`src/rtl/uart_tx_arbiter.sv`:
```
// Round-robin arbiter sharing one frame transmitter between NUM_REQ sources,
// each with a one-frame holding register and sticky overflow/timeout flags.
module uart_tx_arbiter #(
    parameter int NUM_REQ = 4,
    parameter int DATA_W  = 64,
    parameter int BUSY_TO = 16
) (
    input  logic                          I_clk,
    input  logic                          I_rst,
    input  logic [NUM_REQ*DATA_W-1:0]     I_req_data,
    input  logic [NUM_REQ-1:0]            I_req_vld,
    output logic [NUM_REQ-1:0]            O_req_busy,
    input  logic                          I_ovf_clr,
    output logic [NUM_REQ-1:0]            O_ovf,
    input  logic                          I_tx_ready,
    output logic [DATA_W-1:0]             O_tx_data,
    output logic                          O_tx_en,
    output logic [$clog2(NUM_REQ)-1:0]    O_tx_src,
    output logic [31:0]                   O_frame_cnt,
    output logic                          O_timeout
);

    localparam int IDX_W = $clog2(NUM_REQ);
    localparam int TMR_W = $clog2(BUSY_TO);

    typedef enum logic [1:0] {
        ST_IDLE,
        ST_WAIT_LO,
        ST_WAIT_HI
    } state_t;

    state_t               r_state;
    state_t               w_state_nxt;
    logic [TMR_W-1:0]     r_tmr;
    logic [TMR_W-1:0]     w_tmr_nxt;
    logic                 w_issue;
    logic                 w_to_hit;

    logic [NUM_REQ-1:0]   r_pend;
    logic [NUM_REQ-1:0]   w_pend_nxt;
    logic [NUM_REQ-1:0]   w_take;
    logic [NUM_REQ-1:0]   w_ovf_set;
    logic [IDX_W-1:0]     r_ptr;
    logic [DATA_W-1:0]    r_hold [NUM_REQ];
    logic [NUM_REQ-1:0]   r_ovf;
    logic                 r_timeout;
    logic [DATA_W-1:0]    r_tx_data;
    logic [IDX_W-1:0]     r_tx_src;
    logic                 r_tx_en;
    logic [31:0]          r_frame_cnt;

    logic                 w_gnt_vld;
    logic [IDX_W-1:0]     w_gnt_idx;
    logic [IDX_W-1:0]     w_scan;

    // Descending scan so the pending index closest to r_ptr is the last one written.
    always_comb begin
        w_gnt_vld = 1'b0;
        w_gnt_idx = '0;
        w_scan    = '0;
        for (int k = NUM_REQ - 1; k >= 0; k--) begin
            w_scan = IDX_W'((int'(r_ptr) + k) % NUM_REQ);
            if (r_pend[w_scan]) begin
                w_gnt_vld = 1'b1;
                w_gnt_idx = w_scan;
            end
        end
    end

    always_ff @(posedge I_clk) begin
        if (I_rst) begin
            r_state <= ST_IDLE;
            r_tmr   <= '0;
        end else begin
            r_state <= w_state_nxt;
            r_tmr   <= w_tmr_nxt;
        end
    end

    always_comb begin
        w_state_nxt = r_state;
        w_tmr_nxt   = r_tmr;
        w_issue     = 1'b0;
        w_to_hit    = 1'b0;
        case (r_state)
            ST_IDLE: begin
                if (I_tx_ready && w_gnt_vld) begin
                    w_issue     = 1'b1;
                    w_tmr_nxt   = '0;
                    w_state_nxt = ST_WAIT_LO;
                end
            end
            ST_WAIT_LO: begin
                if (!I_tx_ready) begin
                    w_state_nxt = ST_WAIT_HI;
                end else begin
                    w_tmr_nxt = r_tmr + 1'b1;
                    if (r_tmr == TMR_W'(BUSY_TO - 1)) begin
                        w_to_hit    = 1'b1;
                        w_state_nxt = ST_IDLE;
                    end
                end
            end
            ST_WAIT_HI: begin
                if (I_tx_ready) begin
                    w_state_nxt = ST_IDLE;
                end
            end
            default: begin
                w_state_nxt = ST_IDLE;
            end
        endcase
    end

    // A strobe to the requester being granted this cycle refills its slot instead of overflowing.
    always_comb begin
        w_pend_nxt = r_pend;
        w_take     = '0;
        w_ovf_set  = '0;
        for (int i = 0; i < NUM_REQ; i++) begin
            if (w_issue && (w_gnt_idx == IDX_W'(i))) begin
                w_pend_nxt[i] = 1'b0;
            end
            if (I_req_vld[i]) begin
                if (!r_pend[i] || (w_issue && (w_gnt_idx == IDX_W'(i)))) begin
                    w_take[i]     = 1'b1;
                    w_pend_nxt[i] = 1'b1;
                end else begin
                    w_ovf_set[i] = 1'b1;
                end
            end
        end
    end

    always_ff @(posedge I_clk) begin
        for (int i = 0; i < NUM_REQ; i++) begin
            if (w_take[i]) begin
                r_hold[i] <= I_req_data[i*DATA_W +: DATA_W];
            end
        end
    end

    always_ff @(posedge I_clk) begin
        if (I_rst) begin
            r_pend      <= '0;
            r_ptr       <= '0;
            r_ovf       <= '0;
            r_timeout   <= 1'b0;
            r_tx_data   <= '0;
            r_tx_src    <= '0;
            r_tx_en     <= 1'b0;
            r_frame_cnt <= '0;
        end else begin
            r_pend    <= w_pend_nxt;
            r_tx_en   <= w_issue;
            r_ovf     <= (I_ovf_clr ? '0 : r_ovf) | w_ovf_set;
            r_timeout <= (I_ovf_clr ? 1'b0 : r_timeout) | w_to_hit;
            if (w_issue) begin
                r_tx_data   <= r_hold[w_gnt_idx];
                r_tx_src    <= w_gnt_idx;
                r_ptr       <= (w_gnt_idx == IDX_W'(NUM_REQ - 1)) ? '0 : w_gnt_idx + 1'b1;
                r_frame_cnt <= r_frame_cnt + 32'd1;
            end
        end
    end

    assign O_req_busy  = r_pend;
    assign O_ovf       = r_ovf;
    assign O_timeout   = r_timeout;
    assign O_tx_data   = r_tx_data;
    assign O_tx_src    = r_tx_src;
    assign O_tx_en     = r_tx_en;
    assign O_frame_cnt = r_frame_cnt;

endmodule
```
`config.mk`:
```
export PLATFORM = sky130hd
export DESIGN_NAME = uart_tx_arbiter
export DESIGN_NICKNAME = d
export VERILOG_FILES = /design/src/rtl/uart_tx_arbiter.sv
export SDC_FILE = /design/constraint.sdc
export NUM_CORES = 1
export LEC_CHECK = 0
export CAP_MARGIN = 20
export CELL_PAD_IN_SITES_DETAIL_PLACEMENT = 0
export CELL_PAD_IN_SITES_GLOBAL_PLACEMENT = 1
export CORE_UTILIZATION = 28
export DETAILED_ROUTE_END_ITERATION = 10
export MAX_ROUTING_LAYER = met4
export PLACE_DENSITY = 0.62
export SYNTH_ARGS = -nofsm -noshare
export SYNTH_HDL_FRONTEND = slang
export SYNTH_SLANG_ARGS = --single-unit
```
`constraint.sdc`:
```
create_clock -name I_clk -period 4.4 [get_ports I_clk]
set_clock_uncertainty 0.1 [all_clocks]
set_input_delay 0.66 -clock I_clk [delete_from_list [all_inputs] [get_ports I_clk]]
set_output_delay 0.66 -clock I_clk [all_outputs]
set_load 0.1 [all_outputs]
```
==> results of run 1 <==
-- worst max path at each step --
stage / start / end / slack (ns)
floorplan: O_req_busy[0]$_SDFF_PP0_ / r_hold[0][0]$_DFFE_PP_ / 0.06
global placement: I_tx_ready / r_hold[1][6]$_DFFE_PP_ / 1.06
detailed placement: I_tx_ready / r_hold[3][37]$_DFFE_PP_ / 0.93
CTS: O_req_busy[3]$_SDFF_PP0_ / O_req_busy[3] / 1.09
global route: r_ptr[1]$_SDFFE_PP0P_ / r_hold[1][6]$_DFFE_PP_ / 0.95
finish: O_req_busy[3]$_SDFF_PP0_ / O_req_busy[3] / 1.11
-- per-layer routing --
metal	track usage, %	wire, µm	up-vias
li1	-	-	4874
met1	20.76	19540	4987
met2	26.99	21740	325
met3	4.669	3288	62
met4	5.065	908	0
met5	-	0	-
-- state kept, by name, summed over array words and instances (netlist names) --
register / cells
O_tx_en: 1
O_tx_data: 64
r_hold: 256
O_frame_cnt: 32
O_req_busy: 4
r_ptr: 2
O_tx_src: 2
r_state: 2
O_ovf: 4
O_timeout: 1
r_tmr: 4
-- layout make-up --
type	instances	area [µm²]	area share (%)
Antenna cell	15	37.54	0.1806
Clock buffer	60	1211	5.828
Clock inverter	20	235.2	1.132
Inverter	8	30.03	0.1445
Multi-Input combinational cell	596	4487	21.59
Sequential cell	372	10010	48.16
Tap cell	688	860.8	4.142
Timing Repair Buffer	389	3911	18.82
-- logic make-up (layout without fill, tap and decap cells) --
kind of cell	count (synthesis)	in the layout	share of synthesized area, %
compound gates	229	229	13.75
other cells	0	15	0
simple gates	268	268	9.426
buf+inv	99	477	3.257
fa+ha+maj	2	2	0.1678
flops	372	372	67.15
mux	66	66	4.432
xor+xnor	31	31	1.821
-- stage by stage --
stage	area [µm²]	power [mW]	cells	setup slack [ns]	utilization (%)
after floorplan	14910	5.357	1067	0.05917	-
after global placement	19300	6.006	2053	1.057	36.72
after detailed placement	19300	6.024	2053	0.9317	36.72
after CTS	20740	9.713	2133	1.093	39.48
after global routing	20780	9.929	2146	0.9465	39.54
final	20780	9.582	2148	1.114	39.55
-- cells in the final DEF (no fill, tap or decap), types with 15 or more instances in the layout --
cell / instances
xor2_1: 18
nand4_1: 80
o31ai_1: 66
edfxtp_1: 256
clkdlybuf4s50_1: 371
a211o_1: 64
mux2i_1: 66
nand2_1: 87
o211ai_2: 60
dfxtp_1: 116
nor2_1: 33
a21oi_1: 19
diode_2: 15
clkbuf_16: 44
-- power groups by stage --
stage / sequential, mW / combinational [mW] / clock, mW
final: 4.12 / 1.81 / 3.66
after global routing: 4.14 / 1.90 / 3.88
after CTS: 4.12 / 1.83 / 3.76
after detailed placement: 4.19 / 1.83 / 0
after global placement: 4.19 / 1.82 / 0
after floorplan: 4.76 / 0.594 / 0
==> results.ini, run 1 <==
[clock_tree]
clockRootBuffer = clkbuf_16
max-clock-path-buffers = 3
postCtsSetupRepairBufs = 0
cts-resized-gates = 0
cts.sinks = 372
path_clk_slew_ns = 0.06
ctsHoldBuffers = 0
cts-htree-levels = 2
worstSkewPairLatency_ns = 0.59
cts_tree = done
cts_made_buffers = 43

[synthesis]
ys_warn_count = 0
async_flop_share_pct = 0
ys_top_cells_by_count = edfxtp_1, dfxtp_1, nand2_1, nand4_1
synth_flop_cell = edfxtp_1
synthTopCellsByArea = edfxtp_1, dfxtp_1, o211ai_2
syn_nets = 1333
yosysSeqAreaShare_pct = 67.15
yosysMostFrequentCell = edfxtp_1
syn_area_per_cell_um2 = 13.97
yosys_register_bits = 372
syn_area_um2 = 14910
synth_edf_count = 256
synth.top_cell.area_share_pct = 51.57
yosysUniqueCellTypes = 53
syn_inst = 1067
synth_top_cell_by_area = edfxtp_1

[route]
firstDrtPassIters = 4
postRouteAntennaNets = 0
post-route-drc-count = 0
wire_per_inst_um = 21.17
drt-initial-drc-count = 627
drt-total-wl_um = 45470
via_per_inst = 4.771
via_count = 10250

[global_route]
grt_usage_pct = 16.91
grt_pass1_wl_um = 66160
grt_max_degree = 72
antenna_found_initial = 13
grt_pass1_vias = 10510
overflow = 0

[power_and_ir_drop]
p_sw_share_pct = 29.33
ir_drop_mv = 0.2928
power_frac_seq_pct = 43.0
power_frac_clock_pct = 38.1
p_per_area_nw_per_um2 = 461.1
leakage_nw = 7.353
internal-power_mw = 6.772
comb_power_share_pct = 18.8
power.net_switching_mw = 2.810

[timing]
report.final.slew_viol_count = 0
min_period_ns = 3.286
max_freq_ghz = 0.3044
relSlewSlack_pct = 26.32
period_share_pct = 74.67
fin_hold_ws_ns = 0.3639
tns_ns = 0
final_hold_viol_count = 0
tightest_slew_ns = 1.102
rsz0062_at_grt = false
timing.final.setup_violations = 0

[floorplanning]
fp.dieW_um = 232.7
die_h_um = 232.7
dieArea_um2 = 54170
core_um2 = 52550
rows = 84
initial_core_util_pct = 28.37
io-pin-count = 372

[layout]
drive_gt1_share_pct = 11.28
n_fill_cell = 4897
layout.nets = 1676
syn_to_final_growth_pct = 39.42

[worst_setup_path]
slowest_delay_ns = 1.28
crit_type = reg2out
path_depth = 1
r2r_cells = 6
crit_arrival_ns = 2.53
r2r_slack_ns = 1.16
cp_max_fo = 11
crit_path_cell_trace = clkdlybuf4s50_1
r2r-start = r_ptr[1]$_SDFFE_PP0P_
cp-start-kind = register
crit_family = buffers and inverters
timing.rr.end = r_hold[1][6]$_DFFE_PP_
cpMaxStageDelayCell = clkdlybuf4s50_1
endpoint_kind = output pin
cp_data_required_time_ns = 3.64
crit_buf_inv = 1

[worst_hold_path]
hold_path.startpoint = O_tx_data[30]$_SDFFE_PP0P_
whs_path_depth = 2
hold_end = O_tx_data[30]$_SDFFE_PP0P_
min_path_type = reg2reg

[job]
cap_viol_max_count = 0

[placement]
hpwl_um = 30580
numPortBuffers = 371
gp_congestion = 0.7893

[run_status]
status = complete, no violations

(Power assumes the default switching activity.)
==> run 2: changes to the inputs <==
Settings changed: PLACE_DENSITY 0.62 to 0.64.
Clock period 4.4 ns to 2.9 ns, I/O delays scaled along.
==> run 2 against run 1 <==
Flip-flop and latch count stayed put; wire length is 4.3% higher; core utilization is 0.30 points lower; combinational power is 55% higher; cell count is 0.51% higher; register-to-register slack worse by 0.78 ns; global-route usage is 0.95 points higher; non-clock buffer count is 16 higher; hold slack worse by 0.048 ns; die area stayed put; clock power is 44% higher; total power is 50% higher; critical path type is now reg2reg; largest cell class unchanged; largest power group unchanged.
==> results.ini, run 2 (synthesized netlist as in run 1, its figures left out) <==
[worst_setup_path]
slowest_delay_ns = 0.70  ; -0.58 ns
crit_path_cell_trace = nor4_2 > nor2_1 > nor2_4 > buf_12 > nand2_1 > o211ai_2
r2r_slack_ns = 0.38  ; -0.78 ns
crit_path_start = O_req_busy[1]$_SDFF_PP0_
cpMaxStageDelayCell = nor2_4
critPathCapture = O_tx_data[62]$_SDFFE_PP0P_
timing.rr.end = O_tx_data[62]$_SDFFE_PP0P_
endpoint_kind = register
crit_buf_inv = 1  ; unchanged
cp_max_fo = 36  ; +25
crit_arrival_ns = 2.91  ; +0.38 ns
crit_family = simple AND/OR/NAND/NOR gates
path_depth = 6  ; +5
crit_type = reg2reg
cp-start-kind = register
cp_data_required_time_ns = 3.28  ; -0.36 ns
r2r-start = O_req_busy[1]$_SDFF_PP0_
r2r_cells = 6  ; unchanged

[global_route]
overflow = 0  ; unchanged
grt_usage_pct = 17.86  ; +0.95 points
grt_max_degree = 65  ; -9.7%
antenna_found_initial = 9  ; -4
grt_pass1_vias = 10780  ; +2.6%
grt_pass1_wl_um = 69950  ; +5.7%

[route]
postRouteAntennaNets = 0  ; unchanged
post-route-drc-count = 0  ; unchanged
drt-total-wl_um = 47440  ; +4.3%
drt-initial-drc-count = 615  ; -1.9%
via_count = 10560  ; +3.1%
wire_per_inst_um = 21.97  ; +3.8%
via_per_inst = 4.893  ; +2.5%
firstDrtPassIters = 5  ; +1

[timing]
min_period_ns = 2.523
tns_ns = 0  ; unchanged
rsz0062_at_grt = false
period_share_pct = 87.01
relSlewSlack_pct = 32.80  ; +6.5 points
max_freq_ghz = 0.3963
tightest_slew_ns = 1.008  ; -0.09380 ns
report.final.slew_viol_count = 0  ; unchanged
timing.final.setup_violations = 0  ; unchanged
final_hold_viol_count = 0  ; unchanged

[floorplanning]
fp.dieW_um = 232.7  ; unchanged
dieArea_um2 = 54170  ; unchanged
initial_core_util_pct = 28.37  ; unchanged
core_um2 = 52550  ; unchanged
die_h_um = 232.7  ; unchanged
io-pin-count = 372  ; unchanged
rows = 84  ; unchanged

[power_and_ir_drop]
p_per_area_nw_per_um2 = 694.8  ; +51%
p_sw_share_pct = 30.36  ; +1.0 points
comb_power_share_pct = 19.6  ; +0.8 points
power.net_switching_mw = 4.351  ; +55%
internal-power_mw = 9.981  ; +47%
power_frac_seq_pct = 43.7  ; +0.7 points
power_frac_clock_pct = 36.8  ; -1.3 points
ir_drop_mv = 0.3758  ; +28%
leakage_nw = 7.616  ; +3.6%

[worst_hold_path]
min_path_type = in2reg

[layout]
final_area_um2 = 20630  ; -0.75%
layout_commonest_cell = clkdlybuf4s50_1
multi_input_area_um2 = 4487  ; unchanged
largest_reg_flops = 256  ; unchanged
n_fill_cell = 5005  ; +2.2%
final_cell_mix = clkdlybuf4s50_1, edfxtp_1, buf_4, dfxtp_1, nand2_1
layout.nets = 1693  ; +1.0%
drive_gt1_share_pct = 19.84  ; +8.6 points
register_area_um2 = 10020  ; about the same
regMostFlops = r_hold
syn_to_final_growth_pct = 38.38

[run_status]
status = complete, no violations

[clock_tree]
cts-htree-levels = 2  ; unchanged
path_clk_slew_ns = 0.06  ; about the same
cts_tree = done
cts_made_buffers = 44  ; +2.3%
ctsHoldBuffers = 0  ; unchanged
max-clock-path-buffers = 3  ; unchanged
cts.sinks = 372  ; unchanged
clockRootBuffer = clkbuf_16
cts-resized-gates = 0  ; unchanged
postCtsSetupRepairBufs = 0  ; unchanged
worstSkewPairLatency_ns = 0.57  ; -0.02 ns

[placement]
gp_congestion = 0.8006  ; +1.4%
numPortBuffers = 371  ; unchanged
hpwl_um = 31120  ; +1.8%
place_area_um2 = 19240  ; -0.28%

[job]
cap_viol_max_count = 0  ; unchanged

-- run 2: final cells by class --
cell class                      count  share of cell area (%)
Clock inverter                     21                  0.7764
Tap cell                          688                   4.173
Timing Repair Buffer              405                   18.66
Sequential cell                   372                   48.56
Multi-Input combinational cell    596                   21.75
Antenna cell                        9                  0.1092
Inverter                            8                  0.1456
Clock buffer                       60                   5.823
-- run 2: through the flow --
stage	instances	util, %	hold WS [ns]	setup slack [ns]	total power [mW]
6_report	2159	39.25	0.3164	0.3766	14.33
4_1_cts	2150	39.21	0.2788	0.2972	14.53
2_1_floorplan	1067	-	0.3781	0.008221	8.120
5_1_grt	2159	39.25	0.2861	0.1992	14.85
3_5_place_dp	2069	36.62	0.3484	0.01947	9.218
3_3_place_gp	2069	36.62	0.3471	0.06133	9.196
-- run 2: how the worst min path moves through the flow --
stage | end | depth (start not counted) | from
final | r_hold[1][29]$_DFFE_PP_ | 1 | I_req_data[93]
after global routing | r_hold[1][29]$_DFFE_PP_ | 1 | I_req_data[93]
after CTS | r_hold[1][29]$_DFFE_PP_ | 1 | I_req_data[93]
after detailed placement | O_tx_data[36]$_SDFFE_PP0P_ | 2 | O_tx_data[36]$_SDFFE_PP0P_
after global placement | O_tx_src[1]$_SDFFE_PP0P_ | 2 | O_tx_src[1]$_SDFFE_PP0P_
after floorplan | r_tmr[1]$_SDFFE_PP0P_ | 2 | r_tmr[1]$_SDFFE_PP0P_
-- run 2: routing by layer --
layer	part of all wire, %	track usage, %	vias up
li1	-	-	4901
met1	43	22.25	5226
met2	49	29.06	373
met3	6.9	4.522	63
met4	1.7	4.003	0
met5	0	-	-
-- run 2: worst register-to-register path, stage by stage, from the launching register on --
cell and delay (ns):
dfxtp_2 0.39, nor4_2 0.55, nor2_1 0.16, nor2_4 0.70, buf_12 0.35, nand2_1 0.13, o211ai_2 0.07
-- run 2: power by group through the flow --
| stage | clock network, mW | registers [mW] | logic, mW |
|---|---|---|---|
| 6_report | 5.27 | 6.26 | 2.80 |
| 5_1_grt | 5.61 | 6.29 | 2.94 |
| 4_1_cts | 5.42 | 6.26 | 2.86 |
| 3_5_place_dp | 0 | 6.36 | 2.85 |
| 3_3_place_gp | 0 | 6.36 | 2.83 |
| 2_1_floorplan | 0 | 7.21 | 0.906 |
==> run 3: changes to the inputs <==
--- a/constraint.sdc
+++ b/constraint.sdc
@@ -4,2 +4,2 @@
 set_output_delay 0.435 -clock I_clk [all_outputs]
-set_load 0.1 [all_outputs]
+set_load 0.05 [all_outputs]
==> run 3 against run 2 <==
Final area increased by 2.3%; flip-flop and latch count unchanged; clock-buffer cell count increased by 10; combinational power decreased by 15%; critical endpoint is now O_req_busy[3]; highest routed layer unchanged.
==> results.ini, run 3 (synthesized netlist as in run 1, its figures left out) <==
[run_status]
status = complete, no violations

[route]
firstDrtPassIters = 5  ; unchanged
wire_per_inst_um = 22.07  ; +0.44%
post-route-drc-count = 0  ; unchanged
postRouteAntennaNets = 0  ; unchanged
via_per_inst = 4.841  ; -1.0%
drt-initial-drc-count = 547  ; -11%
drt-total-wl_um = 47850  ; +0.86%
via_count = 10500  ; -0.63%

[layout]
syn_to_final_growth_pct = 41.57
largest_reg_flops = 256  ; unchanged
drive_gt1_share_pct = 12.84  ; -7.0 points
regMostFlops = r_hold
layout_commonest_cell = clkdlybuf4s50_1
final_cell_mix = clkdlybuf4s50_1, edfxtp_1, dfxtp_1, nand2_1, nand4_1
layout.nets = 1695  ; +0.12%

[worst_setup_path]
r2r-start = r_ptr[1]$_SDFFE_PP0P_
critPathCapture = O_req_busy[3]
crit_arrival_ns = 2.18  ; -0.73 ns
endpoint_kind = output pin
slowest_delay_ns = 0.94  ; +0.24 ns
crit_buf_inv = 1  ; unchanged
cp_data_required_time_ns = 2.37  ; -0.91 ns
path_depth = 1  ; -5
cp_max_fo = 11  ; -69%
r2r_slack_ns = 0.30  ; -0.08 ns
crit_path_cell_trace = clkdlybuf4s50_1
r2r_cells = 6  ; unchanged
crit_path_start = O_req_busy[3]$_SDFF_PP0_
cp-start-kind = register
timing.rr.end = r_hold[2][40]$_DFFE_PP_
crit_family = buffers and inverters
crit_type = reg2out
cpMaxStageDelayCell = clkdlybuf4s50_1

[placement]
numPortBuffers = 371  ; unchanged
hpwl_um = 31760  ; +2.0%
gp_congestion = 0.7800  ; -2.6%

[floorplanning]
rows = 84  ; unchanged
die_h_um = 232.7  ; unchanged
dieArea_um2 = 54170  ; unchanged
io-pin-count = 372  ; unchanged
initial_core_util_pct = 28.37  ; unchanged
core_um2 = 52550  ; unchanged
fp.dieW_um = 232.7  ; unchanged

[power_and_ir_drop]
ir_drop_mv = 0.3756  ; about the same
leakage_nw = 7.516  ; -1.3%
finalPower_mw = 14.35  ; about the same
p_per_area_nw_per_um2 = 679.7  ; -2.2%

[global_route]
grt_usage_pct = 18.05  ; +0.19 points
antenna_found_initial = 16  ; +7
overflow = 0  ; unchanged
grt_max_degree = 65  ; unchanged
grt_pass1_wl_um = 70670  ; +1.0%
grt_pass1_vias = 11080  ; +2.8%

[clock_tree]
cts_made_buffers = 44  ; unchanged
cts-htree-levels = 2  ; unchanged
cts.sinks = 372  ; unchanged
cts_tree = done
postCtsSetupRepairBufs = 0  ; unchanged
ctsHoldBuffers = 0  ; unchanged
cts-resized-gates = 0  ; unchanged
clockRootBuffer = clkbuf_16
path_clk_slew_ns = 0.06  ; about the same
worstSkewPairLatency_ns = 0.56  ; about the same
max-clock-path-buffers = 3  ; unchanged

[timing]
min_period_ns = 2.719  ; +0.1955 ns
max_freq_ghz = 0.3678  ; -7.2%
timing.final.setup_violations = 0  ; unchanged
period_share_pct = 93.76  ; +6.7 points
tightest_slew_ns = 0.9398  ; -0.06818 ns
final_hold_viol_count = 0  ; unchanged
relSlewSlack_pct = 37.35  ; +4.5 points
report.final.slew_viol_count = 0  ; unchanged
tns_ns = 0  ; unchanged
rsz0062_at_grt = false

[job]
cap_viol_max_count = 0  ; unchanged

[worst_hold_path]
min_path_type = in2reg

run 3: cell count changes in the layout (fill, tap and decap cells not counted), sizes merged:
cell / delta
buf: -106
inv: +1
clkdlybuf4s50: +108
diode: +7
clkinvlp: -3
clkbuf: +10
bufinv: +2
clkinv: -10
run 3: where the power goes:
part	switching, mW	internal [mW]	total (mW)
logic	1.45	0.941	2.39
registers	0.177	6.09	6.27
clock network	2.20	3.49	5.68
run 3: worst min path at each step:
| stage | to | cells past startpoint | startpoint | slack [ns] |
|---|---|---|---|---|
| finish | r_hold[1][54]$_DFFE_PP_ | 1 | I_req_data[118] | 0.32 |
| CTS | r_hold[1][61]$_DFFE_PP_ | 1 | I_req_data[125] | 0.28 |
| detailed placement | O_tx_data[37]$_SDFFE_PP0P_ | 2 | O_tx_data[37]$_SDFFE_PP0P_ | 0.36 |
| global route | r_hold[3][10]$_DFFE_PP_ | 1 | I_req_data[202] | 0.30 |
| global placement | O_tx_data[21]$_SDFFE_PP0P_ | 2 | O_tx_data[21]$_SDFFE_PP0P_ | 0.35 |
| floorplan | r_tmr[1]$_SDFFE_PP0P_ | 2 | r_tmr[1]$_SDFFE_PP0P_ | 0.38 |
run 3: final cells by class:
class,instances,area (µm²)
repair buffers,407,4172
multi-input cells,596,4487
well taps,688,860.8
flip-flops and latches,372,10010
fillers,5003,31450
clock inverters,11,141.4
diodes,16,40.04
inverters,8,30.03
clock buffers,70,1361
run 3: routing by layer:
metal | up-vias | global-route usage, % | wire, µm
met5 | - | - | 0
met4 | 0 | 5.208 | 960
met3 | 61 | 5.172 | 3428
met2 | 358 | 29.20 | 23220
met1 | 5163 | 21.79 | 20240
li1 | 4914 | - | -
run 3: through the flow:
| stage | utilization [%] | std cells | cell area (µm²) | hold WS, ns | setup slack [ns] |
|---|---|---|---|---|---|
| floorplan | - | 1067 | 14920 | 0.3781 | 0.1317 |
| global placement | 37.22 | 2071 | 19560 | 0.3527 | 0.1678 |
| detailed placement | 37.22 | 2071 | 19560 | 0.3575 | 0.1534 |
| CTS | 40.08 | 2152 | 21060 | 0.2827 | 0.1355 |
| global route | 40.16 | 2168 | 21100 | 0.2958 | 0.07932 |
| finish | 40.16 | 2168 | 21100 | 0.3243 | 0.1811 |
